`src/rtl/hazard_scoreboard.sv`:
```
// ============================================================================
// hazard_scoreboard
//
// Tracks register writers in flight past ID (S1 youngest .. SN oldest) and
// decides, for the instruction sitting in ID, whether each source can be
// forwarded from a stage result, read from the register file, or must wait
// (stall). Optionally keeps the LL/SC link flag.
//
// Optional feature macro: SCOREBOARD_ATOMIC_EN
//   defined     -> link register implemented (o_atomic, o_sc_mask live)
//   not defined -> o_atomic = 0, o_sc_mask = 0, i_id_ll / i_snoop_inv ignored
//
// Parameters
//   NUM_STAGES  writer stages tracked past ID (2..8)
//   LOAD_READY  first stage index whose load data is forwardable (1..NUM_STAGES)
//
// Ports
//   clk, rst                   clock, asynchronous active-high reset
//   i_id_valid                 ID holds a real instruction
//   i_id_rs_addr/i_id_rt_addr  source register numbers
//   i_id_rs_used/i_id_rt_used  source actually read
//   i_id_we, i_id_waddr        destination write enable / register
//   i_id_load                  load (decoder raises it for LL as well)
//   i_id_ll, i_id_sc           load-linked / store-conditional
//   i_id_store                 plain store (SW, SB)
//   i_flush                    squash every tracked entry
//   i_snoop_inv                external write to the linked line
//   o_stall                    hold PC and ID, bubble into S1
//   o_fwd_rs_sel/o_fwd_rt_sel  0 = register file, k = result of stage Sk
//   o_atomic                   link flag valid
//   o_sc_mask                  suppress the current SC's store
// ============================================================================
module hazard_scoreboard #(
    parameter  int NUM_STAGES = 3,
    parameter  int LOAD_READY = 2,
    localparam int SEL_W      = $clog2(NUM_STAGES + 1)
) (
    input  logic             clk,
    input  logic             rst,
    input  logic             i_id_valid,
    input  logic [4:0]       i_id_rs_addr,
    input  logic [4:0]       i_id_rt_addr,
    input  logic             i_id_rs_used,
    input  logic             i_id_rt_used,
    input  logic             i_id_we,
    input  logic [4:0]       i_id_waddr,
    input  logic             i_id_load,
    input  logic             i_id_ll,
    input  logic             i_id_sc,
    input  logic             i_id_store,
    input  logic             i_flush,
    input  logic             i_snoop_inv,
    output logic             o_stall,
    output logic [SEL_W-1:0] o_fwd_rs_sel,
    output logic [SEL_W-1:0] o_fwd_rt_sel,
    output logic             o_atomic,
    output logic             o_sc_mask
);

    typedef struct packed {
        logic       valid;
        logic       load;
        logic [4:0] waddr;
    } entry_t;

    // r_ent[0] is S1 (youngest), r_ent[NUM_STAGES-1] is SN (oldest).
    entry_t r_ent [NUM_STAGES];

    logic [SEL_W:0]   w_rs_look;   // {hazard, stage select}
    logic [SEL_W:0]   w_rt_look;
    logic             w_stall;
    logic             w_issue;
    entry_t           w_new;

    // Scan oldest to youngest so the youngest matching entry is the one left
    // standing; its readiness alone decides forward versus hazard.
    function automatic logic [SEL_W:0] f_lookup(input logic       used,
                                                input logic [4:0] addr);
        logic [SEL_W-1:0] sel;
        logic             haz;
        sel = '0;
        haz = 1'b0;
        for (int k = NUM_STAGES; k >= 1; k--) begin
            if (used && addr != 5'd0 && r_ent[k-1].valid &&
                r_ent[k-1].waddr == addr) begin
                sel = SEL_W'(k);
                haz = r_ent[k-1].load && (k < LOAD_READY);
            end
        end
        return {haz, sel};
    endfunction

    always_comb begin
        // NOTE: every signal written here gets a value before any condition,
        // so no path leaves it unassigned and no latch is inferred.
        w_rs_look    = f_lookup(i_id_rs_used, i_id_rs_addr);
        w_rt_look    = f_lookup(i_id_rt_used, i_id_rt_addr);
        w_stall      = i_id_valid & (w_rs_look[SEL_W] | w_rt_look[SEL_W]);
        o_stall      = w_stall;
        o_fwd_rs_sel = w_stall ? '0 : w_rs_look[SEL_W-1:0];
        o_fwd_rt_sel = w_stall ? '0 : w_rt_look[SEL_W-1:0];

        // $0 is never a real destination, so it enters as a bubble.
        w_issue      = i_id_valid & ~w_stall;
        w_new        = '0;
        if (w_issue && i_id_we && i_id_waddr != 5'd0) begin
            w_new.valid = 1'b1;
            w_new.load  = i_id_load;
            w_new.waddr = i_id_waddr;
        end
    end

    // NOTE: sequential state uses non-blocking assignments so every stage
    // samples its predecessor's pre-edge value and the shift is order-free.
    always_ff @(posedge clk or posedge rst) begin
        if (rst) begin
            for (int k = 0; k < NUM_STAGES; k++) r_ent[k] <= '0;
        end else if (i_flush) begin
            for (int k = 0; k < NUM_STAGES; k++) r_ent[k] <= '0;
        end else begin
            r_ent[0] <= w_new;
            for (int k = 1; k < NUM_STAGES; k++) r_ent[k] <= r_ent[k-1];
        end
    end

`ifdef SCOREBOARD_ATOMIC_EN
    logic r_atomic;

    // Set has priority over clear; flush leaves the link alone because the
    // link tracks memory state, not pipeline contents.
    always_ff @(posedge clk or posedge rst) begin
        if (rst) begin
            r_atomic <= 1'b0;
        end else if (w_issue && i_id_ll) begin
            r_atomic <= 1'b1;
        end else if ((w_issue && (i_id_store || i_id_sc)) || i_snoop_inv) begin
            r_atomic <= 1'b0;
        end
    end

    assign o_atomic  = r_atomic;
    assign o_sc_mask = i_id_valid & i_id_sc & ~r_atomic;
`else
    // Without the link register every SC stores; these inputs have no use.
    logic w_unused_atomic;
    assign w_unused_atomic = ^{i_id_ll, i_id_sc, i_id_store, i_snoop_inv};
    assign o_atomic        = 1'b0;
    assign o_sc_mask       = 1'b0;
`endif

endmodule

```
`config.mk`:
```
export PLATFORM = sky130hd
export DESIGN_NAME = hazard_scoreboard
export DESIGN_NICKNAME = d
export VERILOG_FILES = /design/src/rtl/hazard_scoreboard.sv
export SDC_FILE = /design/constraint.sdc
export NUM_CORES = 1
export LEC_CHECK = 0
export BUFFER_PORTS_ARGS = -buffer_cell sky130_fd_sc_hd__buf_2
export CORE_UTILIZATION = 54
export CTS_BUF_LIST = sky130_fd_sc_hd__clkbuf_16
export CTS_CLUSTER_DIAMETER = 150
export DETAILED_ROUTE_END_ITERATION = 12
export PLACE_DENSITY_LB_ADDON = 0.2
export SLEW_MARGIN = 20
export SYNTH_ARGS = -nofsm -noshare
export SYNTH_HDL_FRONTEND = slang
export SYNTH_SLANG_ARGS = --single-unit
```
`constraint.sdc`:
```
create_clock -name clk -period 4.3 [get_ports clk]
set_clock_uncertainty 0.05 [all_clocks]
set_input_delay 1.29 -clock clk [delete_from_list [all_inputs] [get_ports clk]]
set_output_delay 1.29 -clock clk [all_outputs]
set_load 0.01 [all_outputs]
```
Yosys cells after proc, flatten, opt, wreduce, memory -nomap -nowiden
Cells that the tools add are included.
W data, S select, Z words.
Word-level totals
  flip-flop bits (word level): 20
  input port bits: 27
  word-level logic and storage cells: 49
Operators by class
  equal/unequal tests: 6
  multiplexer cells: 12
  bitwise operators: 4
  reduce and logical (&&, ||, !) cells: 19
Operators by type and width (number)
  $eq A5 B5 Y1: 6
  $mux W21: 1
  $logic_and A1 B1 Y1: 16
  $mux W2: 8
  $reduce_bool A5 Y1: 3
  $mux W7: 1
  $and A1 B1 Y1: 2
  $mux W1: 2
  $not A1 Y1: 1
  $or A1 B1 Y1: 1

Logic depth before layout (Yosys ltp)
  depth in word-level cells: 13
  gate-level depth with buffers: 5
  depth with buffers taken out: 5

Worst setup path before layout
No wires, ideal clock.
  kind: input to output
  start: input port i_id_rt_addr[1]
  end: output port o_fwd_rs_sel[0]
  arrival time: 2.529 ns
  required time: 2.960 ns
  slack: 0.431 ns
  stages on the path: 5
  path buffers: 0
  cells stage by stage: or4_1 o21ai_2 nand4b_4 a21oi_1 a21oi_1
Between the ends
  word-level cells in the longest chain between the ends: 8
Ends and longest elaborated chain
  start: declaration: RTL line 42  | input logic [4:0] i_id_rt_addr,
  $reduce_bool A5 Y1: RTL line 84  | if (used && addr != 5'd0 && r_ent[k-1].valid &&
  $logic_and A1 B1 Y1 (2 in a row): RTL line 84
  $logic_and A1 B1 Y1 (*): RTL line 84
  $mux W1 (*): RTL line 84
  $or A1 B1 Y1 (*): RTL line 98  | w_stall = i_id_valid & (w_rs_look[SEL_W] | w_rt_look[SEL_W]);
  $and A1 B1 Y1 (*): RTL line 98
  via o_stall: RTL line 53  | output logic o_stall,
  $mux W2 (*): RTL line 100  | o_fwd_rs_sel = w_stall ? '0 : w_rs_look[SEL_W-1:0];
  end: declaration: RTL line 54  | output logic [SEL_W-1:0] o_fwd_rs_sel,
The timed path passes the listed nets; every way through them passes the cells marked *.

Final worst setup path
  start: input port i_id_rs_addr[1]
  end: output port o_fwd_rt_sel[0]
Between the ends
  word-level cells in the longest chain between the ends: 8
Ends and longest elaborated chain
  start: declaration: RTL line 41  | input logic [4:0] i_id_rs_addr,
  $reduce_bool A5 Y1: RTL line 84
  $logic_and A1 B1 Y1 (2 in a row): RTL line 84
  $logic_and A1 B1 Y1 (*): RTL line 84
  $mux W1 (*): RTL line 84
  $or A1 B1 Y1 (*): RTL line 98
  $and A1 B1 Y1 (*): RTL line 98
  $mux W2 (*): RTL line 101  | o_fwd_rt_sel = w_stall ? '0 : w_rt_look[SEL_W-1:0];
  end: declaration: RTL line 55  | output logic [SEL_W-1:0] o_fwd_rt_sel,
Every way passes the cells marked *; elsewhere a longest branch is shown, timed or not.

==> results.py <==
metrics = {
    "run_status": {
        "status": "completed",
    },
    "global_route": {
        "grt_overflow": 0,
        "grt_max_degree": 20,
        "grt_util_all_layers": 0.213,
        "grt_antenna_before_repair": 0,
        "grt_first_pass_wirelength_um": 3170,
        "grt_pass1_vias": 767,
    },
    "final_layout": {
        "fin_cells": 170,
        "postLayoutCellArea_um2": 1400,
        "reg.largest.list": "r_ent: 19 flops",
        "final_util": 0.708,
        "nFillCells": 149,
        "area_growth_pct": 21.5,
        "n_antenna_cell": 0,
        "drive_above_1_share": 0.273,
        "largest_register_ffs": 19,
        "layout.nets": 171,
        "top_register": "r_ent",
    },
    "critical_path": {
        "worstSetupPathType": "in -> out",
        "crit_path_end_kind": "output pin",
        "critPathLaunchType": "input pin",
        "worst_ep_required_time_ns": 2.96,
        "crit_buf_inv": 3,
        "cpLargestDelayFamily": "simple AND/OR/NAND/NOR gates",
        "cp_cell_sequence": "buf_2, xor2_1, nor4_1, buf_4, nand4b_4, a21oi_1, a21oi_1, buf_2",
        "critical_path_depth": 8,
        "cp_max_fo": 5,
        "reg2regPathDepth": 6,
        "arrival_ns": 2.72,
        "critPathSlowestCell": "nor4_1",
        "max_stage_delay_ns": 0.36,
    },
    "timing": {
        "rsz0062_at_grt": "false",
        "finalHoldViolCount": 0,
        "setup_viol": 0,
        "drv_slew": 0,
        "slew_headroom": 0.552,
        "tns_ns": 0,
        "fmax_mhz": 246,
        "finalCritPeriodShare": 0.944,
        "finalCriticalPeriod_ns": 4.06,
        "worstMarginPinSlew_ns": 0.671,
    },
    "worst_hold_path": {
        "hp-class": "reg -> reg",
        "hold-path-cell-count": 1,
    },
    "clocking": {
        "cts_tree": "yes",
        "cts_root_buf": "clkbuf_16",
        "cts.path.max_buffers": 2,
        "cts_sinks": 19,
        "cts_hold_buf": 0,
        "post_cts_resized": 0,
        "h-tree-depth": 1,
        "post_cts_buffers": 0,
        "clk_pin_slew_worst_paths_ns": 0.05,
        "cts_buffers": 3,
        "clock_latency_ns": 0.25,
    },
    "placement": {
        "dpl_cell_area_um2": 1320,
        "dpl.cell_count": 166,
        "dp_hpwl_um": 1790,
        "gp_congestion": 0.870,
        "numPortBuffers": 27,
    },
    "drt": {
        "drc": 0,
        "dr.pass1.iters": 4,
        "wl_per_cell_um": 12.9,
        "drt_iter0_drc": 11,
        "totalWireLength_um": 2190,
        "ant_nets": 0,
        "vias": 899,
        "via_per_inst": 5.29,
    },
    "synth": {
        "ys_warn_count": 0,
        "yosys.area.top_type_share": 0.412,
        "netlist_area_um2": 1150,
        "synth_edf_count": 0,
        "ys.flop_type": "dfrtp_1",
        "synth_seq_cells": 19,
        "yosysUniqueCellTypes": 27,
        "synth_area_per_cell_um2": 10.3,
        "yosys-top-cells-area": "dfrtp_1 (41%), xnor2_1 (14%), xor2_1 (9.1%)",
        "synthCells": 112,
        "async_reset_ff_frac": 1.00,
        "yosysSeqAreaShare": 0.412,
        "yosysTopAreaCell": "dfrtp_1",
    },
    "floorplan": {
        "die-area_um2": 2330,
        "start_util": 0.583,
        "fp.coreArea_um2": 1980,
        "die_y_um": 48.2,
        "top_level_ports": 34,
        "rows": 16,
        "fp.dieW_um": 48.2,
    },
    "power_and_ir_drop": {
        "power_density_nw_per_um2": 300,
        "p_leak_nw": 0.705,
        "peakVddDrop_mv": 0.368,
    },
    "flow_run": {
        "drv_cap": 0,
    },
}
## cell usage after synthesis (all sizes together), types with 2 or more instances
cell type	n
buf	2
o21ai	3
nor4	4
nor3	4
xnor2	18
dfrtp	19
nand4	3
a21oi	3
nor2b	12
nor2	7
xor2	12
nand2	11
nand4b	2
or4	3
## layout by cell type, fill, tap and decap left out, types with 2 or more instances in the layout
| master | synthesis | final |
|---|---|---|
| conb_1 | 1 | 2 |
| xor2_1 | 12 | 12 |
| nor4_1 | 3 | 3 |
| nand4b_4 | 2 | 2 |
| a21oi_1 | 3 | 3 |
| inv_1 | 1 | 2 |
| or4_1 | 2 | 2 |
| buf_2 | 0 | 27 |
| nor2_1 | 7 | 7 |
| nand4_1 | 3 | 3 |
| clkbuf_16 | 0 | 3 |
| nor2b_1 | 12 | 12 |
| xnor2_1 | 18 | 18 |
| buf_4 | 2 | 2 |
| nor3_1 | 4 | 4 |
| nand2_1 | 11 | 11 |
| dfrtp_1 | 19 | 19 |
## logic make-up (layout without fill, tap and decap cells)
group / count (synthesis) / count (layout) / synth area share
DFF: 19 / 19 / 0.412
xor gates and xnor gates: 30 / 30 / 0.228
and+or+nand+nor: 48 / 48 / 0.258
buffers and inverters: 4 / 34 / 0.0195
other: 1 / 2 / 0.00325
AOI/OAI and AO/OA: 10 / 10 / 0.0802
## path summary, 6_finish.rpt
check / slack [ns] / end / from
setup / recovery: 0.24 / o_fwd_rt_sel[0] / i_id_rs_addr[1]
hold / removal: 0.50 / r_ent[6] / r_ent[13]
setup reg to reg: 2.49 / r_ent[19] / r_ent[15]
hold reg to reg: 0.50 / r_ent[6] / r_ent[13]
max in group asynchronous: 2.69 / r_ent[0] / rst
min in group asynchronous: 1.08 / r_ent[11] / rst
## routing by layer
layer	global-route usage	wire length, um
met4	0.156	68
met2	0.344	1040
met1	0.251	972
met3	0.0407	108
met5	0	0
## final cells by class
class	instances	area, um^2	area share
clock inverter	1	3.75	0.00268
multi-input combinational	90	661	0.471
tap	27	33.8	0.0241
timing repair buffer	29	150	0.107
clock buffer	3	75.1	0.0535
inverter	1	3.75	0.00268
sequential	19	475	0.339
## stage by stage
| step | hold slack [ns] | power (mW) | setup slack [ns] |
|---|---|---|---|
| 2_1_floorplan | 0.436 | 0.218 | 0.431 |
| 3_3_place_gp | 0.474 | 0.239 | 0.269 |
| 3_5_place_dp | 0.489 | 0.241 | 0.227 |
| 4_1_cts | 0.514 | 0.425 | 0.226 |
| 5_1_grt | 0.524 | 0.438 | 0.0797 |
| 6_report | 0.503 | 0.421 | 0.240 |
## power breakdown
group	switching [mW]	internal [mW]	total, mW
clock	0.0597	0.123	0.183
combinational	0.0274	0.0236	0.0510
sequential	0.00417	0.183	0.187
total	0.0913	0.330	0.421
(Power assumes the default switching activity.)
